<file path="config.mk">
export PLATFORM = sky130hd
export DESIGN_NAME = bist_response_analyzer_flat
export DESIGN_NICKNAME = d
export VERILOG_FILES = /design/src/rtl/bist_response_analyzer_if.sv /design/src/rtl/bist_response_analyzer.sv /design/src/flat_wrapper.sv
export SDC_FILE = /design/constraint.sdc
export NUM_CORES = 1
export LEC_CHECK = 0
export ABC_AREA = 0
export CORE_MARGIN = 8
export CORE_UTILIZATION = 50
export CTS_CLUSTER_DIAMETER = 60
export DETAILED_ROUTE_END_ITERATION = 10
export PLACE_DENSITY = 0.81
export SYNTH_ARGS = -nofsm -noshare
export SYNTH_HDL_FRONTEND = slang
export SYNTH_SLANG_ARGS = --single-unit
export TNS_END_PERCENT = 1
</file>
<file path="constraint.sdc">
create_clock -name clk -period 3.8 [get_ports clk]
set_clock_uncertainty 0.2 [all_clocks]
set_input_delay 1.14 -clock clk [delete_from_list [all_inputs] [get_ports clk]]
set_output_delay 1.14 -clock clk [all_outputs]
set_load 0.02 [all_outputs]
</file>
<file path="src/rtl/bist_response_analyzer_if.sv">
// Response stream between the ALU result bus and the BIST response analyzer.
// The master drives each beat; the slave (analyzer) drives resp_ready.
interface bist_response_analyzer_if #(
    parameter int DATA_W = 8,
    parameter int OP_W   = 3
);
    logic              resp_valid;
    logic              resp_ready;
    logic [DATA_W-1:0] resp_data;
    logic [OP_W-1:0]   resp_opcode;

    modport master (
        output resp_valid,
        output resp_data,
        output resp_opcode,
        input  resp_ready
    );

    modport slave (
        input  resp_valid,
        input  resp_data,
        input  resp_opcode,
        output resp_ready
    );
endinterface

</file>
<file path="src/rtl/bist_response_analyzer.sv">
// BIST response analyzer: compacts ALU responses into an MISR signature,
// compares against a golden value and reports pass/fail, with a stall watchdog.
module bist_response_analyzer #(
    parameter int                 DATA_W      = 8,
    parameter int                 OP_W        = 3,
    parameter int                 NUM_VECTORS = 5,
    parameter logic [DATA_W-1:0]  MISR_POLY   = 8'h1D,
    parameter logic [DATA_W-1:0]  MISR_SEED   = 8'hFF,
    parameter int                 TIMEOUT     = 16,
    localparam int                CNT_W       = $clog2(NUM_VECTORS + 1)
) (
    input  logic                      clk,
    input  logic                      reset_n,
    input  logic                      start,
    input  logic [DATA_W-1:0]         golden_sig,
    bist_response_analyzer_if.slave   resp,
    output logic                      busy,
    output logic                      done,
    output logic                      pass,
    output logic                      fail,
    output logic                      timeout,
    output logic [DATA_W-1:0]         signature,
    output logic [CNT_W-1:0]          resp_count
);

    localparam int WD_W = (TIMEOUT > 1) ? $clog2(TIMEOUT + 1) : 1;

    typedef enum logic [1:0] {
        ST_IDLE    = 2'd0,
        ST_COLLECT = 2'd1,
        ST_COMPARE = 2'd2,
        ST_DONE    = 2'd3
    } state_t;

    state_t              state_r,      state_nxt_s;
    logic [DATA_W-1:0]   sig_r,        sig_nxt_s;
    logic [CNT_W-1:0]    count_r,      count_nxt_s;
    logic [WD_W-1:0]     wd_r,         wd_nxt_s;
    logic                ready_r,      ready_nxt_s;
    logic                busy_r,       busy_nxt_s;
    logic                done_r,       done_nxt_s;
    logic                pass_r,       pass_nxt_s;
    logic                fail_r,       fail_nxt_s;
    logic                timeout_r,    timeout_nxt_s;

    logic                accept_s;
    logic                last_beat_s;
    logic                all_in_s;
    logic                wd_expire_s;

    // One MISR step: shift, conditional polynomial feedback, fold in data^opcode.
    function automatic logic [DATA_W-1:0] misr_step(
        input logic [DATA_W-1:0] sig,
        input logic [DATA_W-1:0] data,
        input logic [OP_W-1:0]   op
    );
        logic [DATA_W-1:0] fold;
        logic [DATA_W-1:0] fb;
        fold = data ^ {{(DATA_W-OP_W){1'b0}}, op};
        fb   = sig[DATA_W-1] ? MISR_POLY : {DATA_W{1'b0}};
        return {sig[DATA_W-2:0], 1'b0} ^ fb ^ fold;
    endfunction

    assign accept_s    = resp.resp_valid && ready_r && (state_r == ST_COLLECT);
    assign last_beat_s = accept_s && (count_r == CNT_W'(NUM_VECTORS - 1));
    assign all_in_s    = (count_r == CNT_W'(NUM_VECTORS));
    // An accept always wins over expiry, and expiry is moot once every beat is in.
    assign wd_expire_s = (TIMEOUT != 0) && !accept_s && !all_in_s &&
                         (wd_r == WD_W'(TIMEOUT - 1));

    // Next-state and next-output decode for the analyzer FSM.
    always_comb begin
        state_nxt_s   = state_r;
        sig_nxt_s     = sig_r;
        count_nxt_s   = count_r;
        wd_nxt_s      = wd_r;
        ready_nxt_s   = ready_r;
        busy_nxt_s    = busy_r;
        done_nxt_s    = done_r;
        pass_nxt_s    = pass_r;
        fail_nxt_s    = fail_r;
        timeout_nxt_s = timeout_r;

        case (state_r)
            ST_IDLE, ST_DONE: begin
                if (start) begin
                    state_nxt_s   = ST_COLLECT;
                    sig_nxt_s     = MISR_SEED;
                    count_nxt_s   = {CNT_W{1'b0}};
                    wd_nxt_s      = {WD_W{1'b0}};
                    ready_nxt_s   = 1'b1;
                    busy_nxt_s    = 1'b1;
                    done_nxt_s    = 1'b0;
                    pass_nxt_s    = 1'b0;
                    fail_nxt_s    = 1'b0;
                    timeout_nxt_s = 1'b0;
                end else begin
                    state_nxt_s   = state_r;
                end
            end

            ST_COLLECT: begin
                if (accept_s) begin
                    sig_nxt_s   = misr_step(sig_r, resp.resp_data, resp.resp_opcode);
                    count_nxt_s = count_r + CNT_W'(1'b1);
                    wd_nxt_s    = {WD_W{1'b0}};
                    ready_nxt_s = !last_beat_s;
                end else if (all_in_s) begin
                    // One settling cycle after the final beat keeps done at two edges out.
                    state_nxt_s = ST_COMPARE;
                end else if (wd_expire_s) begin
                    state_nxt_s   = ST_DONE;
                    ready_nxt_s   = 1'b0;
                    busy_nxt_s    = 1'b0;
                    done_nxt_s    = 1'b1;
                    pass_nxt_s    = 1'b0;
                    fail_nxt_s    = 1'b1;
                    timeout_nxt_s = 1'b1;
                end else begin
                    wd_nxt_s = wd_r + WD_W'(1'b1);
                end
            end

            ST_COMPARE: begin
                state_nxt_s   = ST_DONE;
                ready_nxt_s   = 1'b0;
                busy_nxt_s    = 1'b0;
                done_nxt_s    = 1'b1;
                pass_nxt_s    = (sig_r == golden_sig);
                fail_nxt_s    = (sig_r != golden_sig);
                timeout_nxt_s = 1'b0;
            end

            default: begin
                state_nxt_s   = ST_IDLE;
                ready_nxt_s   = 1'b0;
                busy_nxt_s    = 1'b0;
                done_nxt_s    = 1'b0;
                pass_nxt_s    = 1'b0;
                fail_nxt_s    = 1'b0;
                timeout_nxt_s = 1'b0;
            end
        endcase
    end

    // State and output registers; reset discards any run in progress.
    always_ff @(posedge clk or negedge reset_n) begin
        if (!reset_n) begin
            state_r   <= ST_IDLE;
            sig_r     <= MISR_SEED;
            count_r   <= {CNT_W{1'b0}};
            wd_r      <= {WD_W{1'b0}};
            ready_r   <= 1'b0;
            busy_r    <= 1'b0;
            done_r    <= 1'b0;
            pass_r    <= 1'b0;
            fail_r    <= 1'b0;
            timeout_r <= 1'b0;
        end else begin
            state_r   <= state_nxt_s;
            sig_r     <= sig_nxt_s;
            count_r   <= count_nxt_s;
            wd_r      <= wd_nxt_s;
            ready_r   <= ready_nxt_s;
            busy_r    <= busy_nxt_s;
            done_r    <= done_nxt_s;
            pass_r    <= pass_nxt_s;
            fail_r    <= fail_nxt_s;
            timeout_r <= timeout_nxt_s;
        end
    end

    assign resp.resp_ready = ready_r;
    assign busy            = busy_r;
    assign done            = done_r;
    assign pass            = pass_r;
    assign fail            = fail_r;
    assign timeout         = timeout_r;
    assign signature       = sig_r;
    assign resp_count      = count_r;

endmodule
</file>
<file path="src/flat_wrapper.sv">
// flat-port wrapper written by rule: the top's interface ports become plain ports
module bist_response_analyzer_flat 
#(
    parameter int                 DATA_W      = 8,
    parameter int                 OP_W        = 3,
    parameter int                 NUM_VECTORS = 5,
    parameter logic [DATA_W-1:0]  MISR_POLY   = 8'h1D,
    parameter logic [DATA_W-1:0]  MISR_SEED   = 8'hFF,
    parameter int                 TIMEOUT     = 16,
    localparam int                CNT_W       = $clog2(NUM_VECTORS + 1)
)
  (clk, reset_n, start, golden_sig, busy, done, pass, fail, timeout, signature, resp_count, resp_resp_valid, resp_resp_data, resp_resp_opcode, resp_resp_ready);
  bist_response_analyzer_if #(.DATA_W(DATA_W), .OP_W(OP_W)) resp_i ();
  input  logic clk;
  input  logic reset_n;
  input  logic start;
  input  logic [DATA_W-1:0] golden_sig;
  output logic busy;
  output logic done;
  output logic pass;
  output logic fail;
  output logic timeout;
  output logic [DATA_W-1:0] signature;
  output logic [CNT_W-1:0] resp_count;
  input wire logic [$bits(resp_i.resp_valid)-1:0] resp_resp_valid;
  input wire logic [$bits(resp_i.resp_data)-1:0] resp_resp_data;
  input wire logic [$bits(resp_i.resp_opcode)-1:0] resp_resp_opcode;
  output wire logic [$bits(resp_i.resp_ready)-1:0] resp_resp_ready;
  assign resp_i.resp_valid = resp_resp_valid;
  assign resp_i.resp_data = resp_resp_data;
  assign resp_i.resp_opcode = resp_resp_opcode;
  assign resp_resp_ready = resp_i.resp_ready;
  bist_response_analyzer #(.DATA_W(DATA_W), .OP_W(OP_W), .NUM_VECTORS(NUM_VECTORS), .MISR_POLY(MISR_POLY), .MISR_SEED(MISR_SEED), .TIMEOUT(TIMEOUT)) u_core (.clk(clk), .reset_n(reset_n), .start(start), .golden_sig(golden_sig), .resp(resp_i), .busy(busy), .done(done), .pass(pass), .fail(fail), .timeout(timeout), .signature(signature), .resp_count(resp_count));
endmodule
</file>
==> results.py <==
metrics = {
    "run_status": {
        "status": "completed",
    },
    "synth": {
        "synth_top_area_frac": 0.279,
        "seq_area_frac_synth": 0.425,
        "synthArstFlopShare": 1.00,
        "syn_nets": 177,
        "synthTopCellsByArea": "dfrtp_1 28%, dfstp_2 15%, xnor2_1 9.7%, ha_1 6.1%, xor2_1 3.7%",
        "syn_area_per_cell_sq_um": 9.78,
        "netlist_area_sq_mm": 0.00144,
        "synth.distinct_cells": 40,
        "synth_warnings": 0,
        "synthTopCellsByCount": "16 x dfrtp_1, 16 x xnor2_1, 11 x nand2_1, 11 x nor2_1",
        "synth_cells": 147,
        "ys_seq_elements": 24,
        "synth.largest_area_cell": "dfrtp_1",
        "ys.flop_type": "dfrtp_1",
        "synth_edf_count": 0,
    },
    "clock_tree": {
        "clk_pin_slew_worst_paths_ns": 0.13,
        "root_buffer": "clkbuf_4",
        "holdBufCountCts": 0,
        "cts_resized": 0,
        "cts_sinks": 24,
        "post-cts-setup-buffers": 0,
        "cts_buffers": 3,
        "worstSkewPairLatency_ns": 0.31,
        "htreeDepth": 1,
        "cts_tree": "done",
        "max-clock-path-buffers": 2,
    },
    "detailed_routing": {
        "routed_via_density": 5.53,
        "drt-pass1-iter-count": 4,
        "initialDrtViolationCount": 65,
        "dr_total_vias": 1195,
        "wl_per_cell_um": 14.6,
        "route.detailed.drc": 0,
        "antenna_left": 0,
        "wirelength_um": 3160,
    },
    "floorplan": {
        "die_w_um": 69.6,
        "die_h_um": 69.6,
        "die-area_sq_mm": 0.00485,
        "core-area_sq_mm": 0.00273,
        "initial_core_util": 0.526,
        "io_pins": 40,
        "rows": 19,
    },
    "sta": {
        "setup_ws_ns": 0.840,
        "min_period_ns": 2.96,
        "worstMarginPinSlew_ns": 0.925,
        "slew_viol_final": 0,
        "clock.fmax_ghz": 0.338,
        "fin_crit_sh": 0.779,
        "rsz0062_at_grt": "no",
        "finalSetupTns_ns": 0,
        "slew_headroom": 0.381,
        "setup_viol": 0,
        "hold_violations": 0,
    },
    "worst_setup_path": {
        "worstPathArrival_ns": 1.62,
        "crit_family": "flip-flops",
        "cp_cell_sequence": "clkdlybuf4s50_1",
        "worst-path-buf-inv": 1,
        "critPathRequiredTime_ns": 2.46,
        "start_kind": "flip-flop",
        "crit_slowest_cell": "dfstp_2",
        "cpPeakStageDelay_ns": 0.66,
        "worst-setup-path-type": "flip-flop to primary output",
        "critPathCaptureType": "primary output",
        "cp_max_fo": 7,
    },
    "job": {
        "maxCapViolCount": 0,
    },
    "final_layout": {
        "drive_gt1_frac": 0.103,
        "seq_area_sq_um": 611,
        "multi_input_area_sq_um": 758,
        "fillers": 227,
        "final_nets": 216,
        "antennaDiodeCount": 0,
        "area_growth_pct": 30.0,
    },
    "place": {
        "detailed_place_hpwl_um": 2500,
        "gp_congestion": 0.827,
        "preCtsSetupSlack_ns": 0.837,
        "io_buffers": 39,
    },
    "global_route": {
        "antenna_found_initial": 0,
        "grt-ovfl-total": 0,
        "grt_pass1_vias": 1233,
        "grt_first_pass_wirelength_um": 5460,
        "grtUsageTotal": 0.131,
        "grt_max_degree": 22,
    },
    "power_and_ir_drop": {
        "peakVddDrop_mv": 0.489,
        "power_leakage_uw": 0.000774,
        "power_density_mw_per_mm2": 714,
    },
    "worst_hold_path": {
        "hp-class": "flip-flop to flip-flop",
    },
}
==> logic make-up (layout without fill, tap and decap cells) <==
| group | after synthesis | count (layout) | synth area share |
|---|---|---|---|
| DFF | 24 | 24 | 0.425 |
| buffers and inverters | 15 | 53 | 0.0479 |
| xor gates and xnor gates | 22 | 22 | 0.134 |
| muxes | 1 | 1 | 0.00696 |
| AOI/OAI and AO/OA | 39 | 39 | 0.197 |
| adders and majority gates | 7 | 7 | 0.0609 |
| and+or+nand+nor | 39 | 39 | 0.129 |
==> final cells by class <==
cell class,count,area share
Multi-Input combinational cell,108,0.406
Sequential cell,24,0.327
Timing Repair Buffer,41,0.217
Tap cell,31,0.0207
Inverter,8,0.0161
Clock buffer,4,0.0141
==> final timing paths <==
check | startpoint | end | slack, ns | cells past startpoint
max | u_core.signature[7] | signature[7] | 0.84 | 1
min | u_core.wd_r[4] | u_core.wd_r[4] | 0.30 | 2
max reg2reg | u_core.state_r[1] | u_core.wd_r[0] | 1.45 | 6
min reg2reg | u_core.wd_r[4] | u_core.wd_r[4] | 0.30 | 2
max in group asynchronous | reset_n | u_core.signature[3] | 1.57 | 2
min in group asynchronous | reset_n | u_core.wd_r[2] | 1.12 | 1
==> stage by stage <==
| stage | area (sq um) | utilization | cells | hold WS, ns | power, uW |
|---|---|---|---|---|---|
| global route | 1870 | 0.684 | 216 | 0.341 | 1440 |
| CTS | 1870 | 0.684 | 216 | 0.305 | 1340 |
| floorplan | 1440 | - | 147 | 0.249 | 990 |
| detailed placement | 1840 | 0.674 | 212 | 0.273 | 1220 |
| finish | 1870 | 0.684 | 216 | 0.304 | 1340 |
| global placement | 1840 | 0.674 | 212 | 0.268 | 1200 |
==> placed cells by master, fill, tap and decap left out, types with 7 or more instances in the layout <==
cell             count
dfrtp_1             16
a21oi_1              7
inv_1                8
nand2_1             11
xnor2_1             16
a31oi_1              8
clkdlybuf4s50_1     39
ha_1                 7
dfstp_2              8
nor2_1              11
==> registers in the layout, summed over array words and instances (netlist names) <==
| name | flops |
|---|---|
| u_core.done | 1 |
| u_core.resp.resp_ready | 1 |
| u_core.resp_count | 3 |
| u_core.fail | 1 |
| u_core.pass | 1 |
| u_core.state_r | 2 |
| u_core.timeout | 1 |
| u_core.busy | 1 |
| u_core.signature | 8 |
| u_core.wd_r | 5 |
==> power by group <==
group	leakage (uW)	internal, uW	total, uW	switching, uW
Combinational	0.000467	342	783	440
Clock	0.0000150	41.0	117	75.6
Sequential	0.000291	355	436	80.8
Total	0.000774	739	1340	597
==> per-layer routing <==
layer / routed length (um) / GRT usage / up-vias
met4: 38 / 0.0335 / 0
met2: 1480 / 0.226 / 37
met5: 0 / 0 / -
met3: 219 / 0.0472 / 5
li1: - / - / 588
met1: 1420 / 0.147 / 565
Note: power is estimated with default switching activity, not from simulation.
